--- config.mk ---
export PLATFORM = sky130hd
export DESIGN_NAME = panel_frame_scheduler
export DESIGN_NICKNAME = d
export VERILOG_FILES = /design/src/rtl/panel_frame_scheduler.sv
export SDC_FILE = /design/constraint.sdc
export NUM_CORES = 1
export LEC_CHECK = 0
export CELL_PAD_IN_SITES_DETAIL_PLACEMENT = 1
export CELL_PAD_IN_SITES_GLOBAL_PLACEMENT = 1
export CORE_MARGIN = 3
export CORE_UTILIZATION = 43
export CTS_CLUSTER_DIAMETER = 30
export DETAILED_ROUTE_END_ITERATION = 10
export MAX_ROUTING_LAYER = met4
export PLACE_DENSITY = 0.83
export SETUP_SLACK_MARGIN = 0.15
export SLEW_MARGIN = 40
export SYNTH_ARGS = -nofsm -noshare
export SYNTH_HDL_FRONTEND = slang
export SYNTH_SLANG_ARGS = --single-unit
--- constraint.sdc ---
create_clock -name i_CLK -period 2.6 [get_ports i_CLK]
set_input_delay 0.39 -clock i_CLK [delete_from_list [all_inputs] [get_ports i_CLK]]
set_output_delay 0.39 -clock i_CLK [all_outputs]
set_load 0.05 [all_outputs]
--- src/rtl/panel_frame_scheduler.sv ---
// panel_frame_scheduler
//   Snapshots the virtual-board panel state (10 LEDs, six 7-segment digits),
//   wraps it in a 10-byte frame (header, LEDs, digits, XOR checksum) and
//   streams it byte by byte to the UART transmitter. A frame may start only
//   on a refresh tick, and only when the panel changed, nothing has been sent
//   since reset, or the keepalive interval has elapsed.
//
// Ports
//   i_CLK       system clock
//   i_RST       synchronous active-high reset (aborts any frame in flight)
//   i_LEDS      LED state to report
//   i_7S        7-segment state, [41:35]=HEX5 ... [6:0]=HEX0
//   o_TX_DATA   byte offered to the transmitter
//   o_TX_VALID  o_TX_DATA is valid
//   i_TX_READY  transmitter accepts the offered byte this cycle
//   o_BUSY      frame in progress (SEND or DONE)
//   o_SENT      one-cycle pulse after the last byte was accepted
//
// Handshake: a byte moves on every cycle where o_TX_VALID && i_TX_READY.
// Once raised, o_TX_VALID stays high and o_TX_DATA stays stable until that
// byte moves; the next byte (if any) is offered on the following cycle, so
// a continuously ready transmitter takes one byte per cycle.
module panel_frame_scheduler #(
    parameter int          CLOCK      = 50000000,
    parameter int          REFRESH_HZ = 100,
    parameter int          KEEPALIVE  = 100,
    parameter logic [7:0]  HEADER     = 8'hA5
) (
    input  logic        i_CLK,
    input  logic        i_RST,
    input  logic [9:0]  i_LEDS,
    input  logic [41:0] i_7S,
    output logic [7:0]  o_TX_DATA,
    output logic        o_TX_VALID,
    input  logic        i_TX_READY,
    output logic        o_BUSY,
    output logic        o_SENT
);

    localparam int DIV_RAW = CLOCK / REFRESH_HZ;
    localparam int DIV     = (DIV_RAW < 1) ? 1 : DIV_RAW;
    localparam int TW      = (DIV > 1) ? $clog2(DIV) : 1;
    localparam int KW      = (KEEPALIVE > 0) ? $clog2(KEEPALIVE + 1) : 1;

    localparam logic [TW-1:0] TICK_LAST = TW'(DIV - 1);
    localparam logic [KW-1:0] KA_MAX    = KW'(KEEPALIVE);
    localparam logic [KW-1:0] KA_FIRE   = KW'(KEEPALIVE - 1);

    typedef enum logic [1:0] {
        S_IDLE = 2'd0,
        S_SEND = 2'd1,
        S_DONE = 2'd2
    } state_t;

    state_t          r_state;
    logic [TW-1:0]   r_tick_cnt;
    logic [KW-1:0]   r_ka_cnt;
    logic            r_never_sent;
    // Frame snapshot; it doubles as the last-sent reference for change
    // detection because every started frame is also the one sent.
    logic [51:0]     r_snap;
    logic [3:0]      r_idx;
    logic [7:0]      r_tx_data;
    logic            r_tx_valid;
    logic            r_busy;
    logic            r_sent;

    logic            w_tick;
    logic [51:0]     w_panel;
    logic            w_start;
    logic [7:0]      w_cksum;
    logic [3:0]      w_next_idx;
    logic [7:0]      w_next_byte;

    assign w_tick  = (r_tick_cnt == TICK_LAST);
    assign w_panel = {i_LEDS, i_7S};
    // r_ka_cnt is compared before this tick's increment lands.
    assign w_start = w_tick && (r_never_sent || (w_panel != r_snap) || (r_ka_cnt == KA_FIRE));

    assign w_cksum = HEADER
                   ^ {6'b0, r_snap[51:50]}
                   ^ r_snap[49:42]
                   ^ {1'b0, r_snap[41:35]}
                   ^ {1'b0, r_snap[34:28]}
                   ^ {1'b0, r_snap[27:21]}
                   ^ {1'b0, r_snap[20:14]}
                   ^ {1'b0, r_snap[13:7]}
                   ^ {1'b0, r_snap[6:0]};

    assign w_next_idx = r_idx + 4'd1;

    always_comb begin
        w_next_byte = 8'h00;
        case (w_next_idx)
            4'd0:    w_next_byte = HEADER;
            4'd1:    w_next_byte = {6'b0, r_snap[51:50]};
            4'd2:    w_next_byte = r_snap[49:42];
            4'd3:    w_next_byte = {1'b0, r_snap[41:35]};
            4'd4:    w_next_byte = {1'b0, r_snap[34:28]};
            4'd5:    w_next_byte = {1'b0, r_snap[27:21]};
            4'd6:    w_next_byte = {1'b0, r_snap[20:14]};
            4'd7:    w_next_byte = {1'b0, r_snap[13:7]};
            4'd8:    w_next_byte = {1'b0, r_snap[6:0]};
            4'd9:    w_next_byte = w_cksum;
            default: w_next_byte = 8'h00;
        endcase
    end

    // Free-running refresh tick, independent of the frame state.
    always_ff @(posedge i_CLK) begin
        if (i_RST) begin
            r_tick_cnt <= '0;
        end else if (w_tick) begin
            r_tick_cnt <= '0;
        end else begin
            r_tick_cnt <= r_tick_cnt + 1'b1;
        end
    end

    always_ff @(posedge i_CLK) begin
        if (i_RST) begin
            r_state      <= S_IDLE;
            r_ka_cnt     <= '0;
            r_never_sent <= 1'b1;
            r_snap       <= '0;
            r_idx        <= '0;
            r_tx_data    <= '0;
            r_tx_valid   <= 1'b0;
            r_busy       <= 1'b0;
            r_sent       <= 1'b0;
        end else begin
            if (w_tick && (r_ka_cnt != KA_MAX)) begin
                r_ka_cnt <= r_ka_cnt + 1'b1;
            end

            case (r_state)
                S_IDLE: begin
                    r_sent <= 1'b0;
                    // Ticks arriving in SEND/DONE are dropped, not remembered.
                    if (w_start) begin
                        r_snap       <= w_panel;
                        r_never_sent <= 1'b0;
                        r_ka_cnt     <= '0;
                        r_idx        <= '0;
                        r_tx_data    <= HEADER;
                        r_tx_valid   <= 1'b1;
                        r_busy       <= 1'b1;
                        r_state      <= S_SEND;
                    end
                end
                S_SEND: begin
                    if (r_tx_valid && i_TX_READY) begin
                        if (r_idx == 4'd9) begin
                            r_tx_valid <= 1'b0;
                            r_sent     <= 1'b1;
                            r_state    <= S_DONE;
                        end else begin
                            r_idx     <= w_next_idx;
                            r_tx_data <= w_next_byte;
                        end
                    end
                end
                S_DONE: begin
                    r_sent  <= 1'b0;
                    r_busy  <= 1'b0;
                    r_state <= S_IDLE;
                end
                default: begin
                    r_state <= S_IDLE;
                end
            endcase
        end
    end

    assign o_TX_DATA  = r_tx_data;
    assign o_TX_VALID = r_tx_valid;
    assign o_BUSY     = r_busy;
    assign o_SENT     = r_sent;

endmodule

* After elaboration in Yosys (flattened, before gate mapping)
Cells that the tools add are included.
** Word-level totals
- Input bits :: 55
- Word-level logic and storage cells :: 83
- Register bits after elaboration :: 96
- Output and inout port bits :: 11
** Cells by class
- Bitwise gates (word level) :: 8
- Add/sub/neg operators :: 3
- Reductions and logical operators :: 18
- Eq/ne operators :: 20
- Muxes and demuxes :: 24
** Operators with widths (number)
- $pmux W8 S10 :: 1
- $ne A52 B52 Y1 :: 1
- $xor A8 B7 Y8 :: 6
- $mux W8 :: 3
- $mux W7 :: 3
- $add A19 B1 Y19 const B :: 1
- $eq A19 B19 Y1 const B :: 1
- $eq A4 B3 Y1 const B :: 4
- $pmux W8 S2 :: 1
- $eq A4 B4 Y1 const B :: 3
- $mux W4 :: 3
- $eq A4 B2 Y1 const B :: 2
- $ne A2 B2 Y1 const B :: 4
- $pmux W4 S2 :: 1
- $reduce_and A4 Y1 :: 2
- $xor A8 B8 Y8 :: 1
- $add A7 B1 Y7 const B :: 1
- $eq A7 B7 Y1 const B :: 1
- $ne A7 B7 Y1 const B :: 1
- $mux W2 :: 3
- $pmux W1 S2 :: 3
- $reduce_and A3 Y1 :: 2
- $reduce_bool A2 Y1 :: 3
- $mux W1 :: 5
- 12 further kinds :: 17

* Longest topological paths before layout
- Word-level depth :: 12
- Depth in mapped cells :: 10
- Depth with buffers taken out :: 9

* Worst setup path after synthesis
Ideal clock, no wire load.
- Path type :: register to register
- Start :: register r_idx[0]
- End :: register r_tx_data[1] (netlist: o_TX_DATA[1])
- Buffers on the path :: 1
- Stages on the path, launching flop included :: 10
- Setup time :: 0.119 ns
- Required time :: 2.481 ns
- Path slack :: 0.622 ns
- Period minus slack after synthesis :: 1.978 ns
- Arrival time :: 1.859 ns
- Cell sequence :: dfxtp_1 > ha_1 > inv_1 > a41o_1 > and2_1 > buf_6 > a221oi_1 > nand3_1 > a31oi_1 > o2bb2ai_1
** On the way
- Word-level cells in the longest chain between the ends :: 6
- Elaborated cells on any way between the ends :: 18
- Those cells by class :: add/sub (1); eq/ne (11); mux (4); reduce/logical (2)
** Ends and longest elaborated chain
- from (decl) :: RTL line 62 : logic [3:0] r_idx;
- from (signal assigned) :: RTL line 158 : r_idx <= w_next_idx;
- $add A4 B1 Y4 :: RTL line 90 : assign w_next_idx = r_idx + 4'd1;
- $eq A4 B4 Y1, or another cell as far along :: RTL line 94 : case (w_next_idx)
- $pmux W8 S10 :: RTL line 94
- $mux W8 :: RTL line 153 : if (r_idx == 4'd9) begin
- $mux W8 :: RTL line 152 : if (r_tx_valid && i_TX_READY) begin
- $pmux W8 S2 :: RTL line 136 : case (r_state)
- to (signal assigned) :: RTL line 159 : r_tx_data <= w_next_byte;
- to (decl) :: RTL line 63 : logic [7:0] r_tx_data;
Parallel ways exist; a longest one is shown, timed or not. The select of a mux whose other input is x is not followed.
A chain may end at the register's enable or synchronous reset.

* Worst setup path after layout
- Start :: register r_idx[1]
- End :: register r_tx_data[1] (netlist: o_TX_DATA[1])
Same word-level chain as after synthesis.

==> impl_metrics.env <==
export IMPL_placed_area_sq_mm=0.006212
export IMPL_maxCapViolCount=0
export IMPL_cp_start_kind="register"
export IMPL_setup_viol=0
export IMPL_place_ws_ns=-0.06652
export IMPL_synth_edf_count=0
export IMPL_syn_num_nets=657
export IMPL_start_util_pct=44.41
export IMPL_synthFlopType="dfxtp_1"
export IMPL_ctsHoldBuffers=0
export IMPL_overflow=0
export IMPL_rows=40
export IMPL_routedWlPerCell_microns=19.57
export IMPL_fin_ws_ns=0.2228
export IMPL_final_cell_area_sq_mm=0.006581
export IMPL_seqCellArea_sq_mm=0.001923
export IMPL_numCtsBuffers=9
export IMPL_path_clk_slew_ns=0.06
export IMPL_grt_pass1_vias=4895
export IMPL_grtUsageTotal_pct=24.59
export IMPL_cp_max_fo=7
export IMPL_cts_tree="done"
export IMPL_cts_buffer_depth=2
export IMPL_synth_seq_area_share_pct=35.58
export IMPL_syn_cell_area_sq_mm=0.005401
export IMPL_period_needed_ns=2.377
export IMPL_criticalPathCategory="register to register"
export IMPL_vias_per_cell=5.539
export IMPL_nets=730
export IMPL_grt_setup_unrepaired="true"
export IMPL_yosys_register_bits=96
export IMPL_async_reset_ff_share_pct=0
export IMPL_dp_hpwl_mm=12.42
export IMPL_wl_met2_mm=7.898
export IMPL_dieArea_sq_mm=0.01394
export IMPL_worst_slew_pin_transition_ns=0.5571
export IMPL_slew_violations=0
export IMPL_mostFrequentLayoutCells="nor2_1 (100), dfxtp_1 (95), xnor2_1 (94)"
export IMPL_die_x_microns=118.1
export IMPL_ys_types=60
export IMPL_numClockSinks=96
export IMPL_vias=4653
export IMPL_antenna_left=0
export IMPL_grt_max_degree=39
export IMPL_holdWs_ns=0.3010
export IMPL_areaGrowthSynthToFinish_pct=21.84
export IMPL_root_buffer="clkbuf_16"
export IMPL_powerDensity_mw_per_mm2=472.5
export IMPL_slew_headroom_pct=62.74
export IMPL_drtPass1Iterations=5
export IMPL_dr_max_layer_used="met4"
export IMPL_grt_pass1_wl_mm=26.59
export IMPL_hold_viol_final=0
export IMPL_drt_total_wl_mm=16.44
export IMPL_core_sq_mm=0.01216
export IMPL_antenna_found_initial=0
export IMPL_status="finished, final reports clean"
export IMPL_io_buffers=65
export IMPL_n_fill_cell=1403
export IMPL_fmax_mhz=420.7
export IMPL_dieHeight_microns=118.1
export IMPL_wl_met1_mm=7.245
export IMPL_wl_met3_microns=887
export IMPL_p_leak_nw=2.151
export IMPL_drt_iter0_drc=363
export IMPL_synthCells=594
export IMPL_crit_required_ns=2.83
export IMPL_yosys_warnings=0
export IMPL_io_pins=66
export IMPL_ir_worst_vdd_mv=0.2951
export IMPL_setup_tns_final_ns=0
export IMPL_antennaDiodeCount=0
export IMPL_endpoint_kind="register"
export IMPL_final_common_cell="nor2_1"
export IMPL_drc=0
export IMPL_gp_congestion=0.9425
export IMPL_multiInputGateArea_sq_mm=0.003211
export IMPL_synth_area_per_cell_sq_um=9.093
export IMPL_fin_crit_sh_pct=91.43
export IMPL_drive_gt1_share_pct=8.780
export IMPL_h_tree_depth=3
export IMPL_worstPathArrival_ns=2.61
export IMPL_clk_latency_ns=0.35
export IMPL_hold_path_class="input pin to register"
export IMPL_fin_skew_ns=0.007296
-- cells in the mapped netlist (all sizes together) (2+ instances only) --
master,number,area share [%]
nor2,100,6.9
dfxtp,96,36
xnor2,95,15
mux2i,52,9.6
nand2,24,1.7
xor2,18,2.9
nand4,17,2.0
buf,16,3.6
inv,15,1.0
nand3,15,1.4
nor3,15,1.8
a21oi,13,1.2
clkbuf,13,0.90
a22oi,9,1.3
ha,8,1.9
o21ai,8,0.74
and3,7,0.90
a221oi,6,0.97
and2,5,0.58
nand2b,5,0.58
nor4,5,1.2
a211oi,4,0.56
a21o,4,0.56
a31oi,4,0.46
nand3b,4,0.56
a222oi,3,0.56
nor2b,3,0.35
nor3b,3,0.42
o211ai,3,0.42
a41oi,2,0.46
nor4b,2,0.32
o2bb2ai,2,0.32
or2,2,0.23
-- metal layers --
| layer | up-vias | track usage (%) |
|---|---|---|
| li1 | 2195 | - |
| met1 | 2283 | 31.60 |
| met2 | 145 | 39.19 |
| met3 | 30 | 3.892 |
| met4 | 0 | 8.938 |
| met5 | - | - |
-- what timing repair did --
| action | 4_1_cts | 5_1_grt |
|---|---|---|
| setup buffers | 0 | 3 |
| gates resized for setup | 1 | 7 |
| pin swaps | 0 | 2 |
| setup endpoints to repair | 6 | 17 |
-- power breakdown --
part	switching (W)	total (W)	internal, W
combinational	0.0000868	0.000196	0.000109
sequential	0.00000392	0.00148	0.00147
clock	0.000567	0.00144	0.000870
total	0.000657	0.00311	0.00245
-- path summary, 6_finish.rpt --
kind	slack (ns)	from	depth (start not counted)	end
setup / recovery	0.22	r_idx[1]$_SDFFE_PP0P_	8	o_TX_DATA[1]$_SDFFE_PP0P_
hold / removal	0.30	i_RST	2	r_tick_cnt[4]$_SDFF_PP0_
setup reg to reg	0.22	r_idx[1]$_SDFFE_PP0P_	8	o_TX_DATA[1]$_SDFFE_PP0P_
hold reg to reg	0.46	r_tick_cnt[0]$_SDFF_PP0_	1	r_tick_cnt[0]$_SDFF_PP0_
-- cell type report --
type / count / share of cell area (%)
multi-input combinational: 454 / 48.78
sequential: 96 / 29.22
timing repair buffer: 91 / 13.16
clock buffer: 13 / 3.802
tap: 168 / 3.194
clock inverter: 3 / 0.9886
inverter: 15 / 0.8555
-- kinds of logic after synthesis --
logic type / share of synthesized area, %
flops: 35.58
buf+inv: 5.536
fa+ha+maj: 1.853
mux: 9.636
simple gates: 19.37
xor+xnor: 18.32
compound gates: 9.706
-- state kept, by name, indices dropped and copies added (netlist names), 2 cells and up --
name,count
r_snap,52
r_ka_cnt,7
r_tick_cnt,19
r_state,2
r_idx,4
o_TX_DATA,8
-- worst max-delay path, cell delays in order, from the launching register on --
cell       delay (ns)
dfxtp_1          0.47
ha_2             0.31
inv_1            0.08
a41o_1           0.29
and2_1           0.29
a221oi_1         0.35
nand3_1          0.16
a31oi_1          0.21
o2bb2ai_1        0.09
-- metrics by stage --
stage / std cells / utilization (%) / power (W)
floorplan: 594 / - / 0.001578
global placement: 821 / 51.08 / 0.001701
detailed placement: 821 / 51.08 / 0.001705
CTS: 837 / 53.67 / 0.003130
global route: 840 / 54.12 / 0.003215
finish: 840 / 54.12 / 0.003110
No activity file was read; power rests on OpenSTA's default activity.
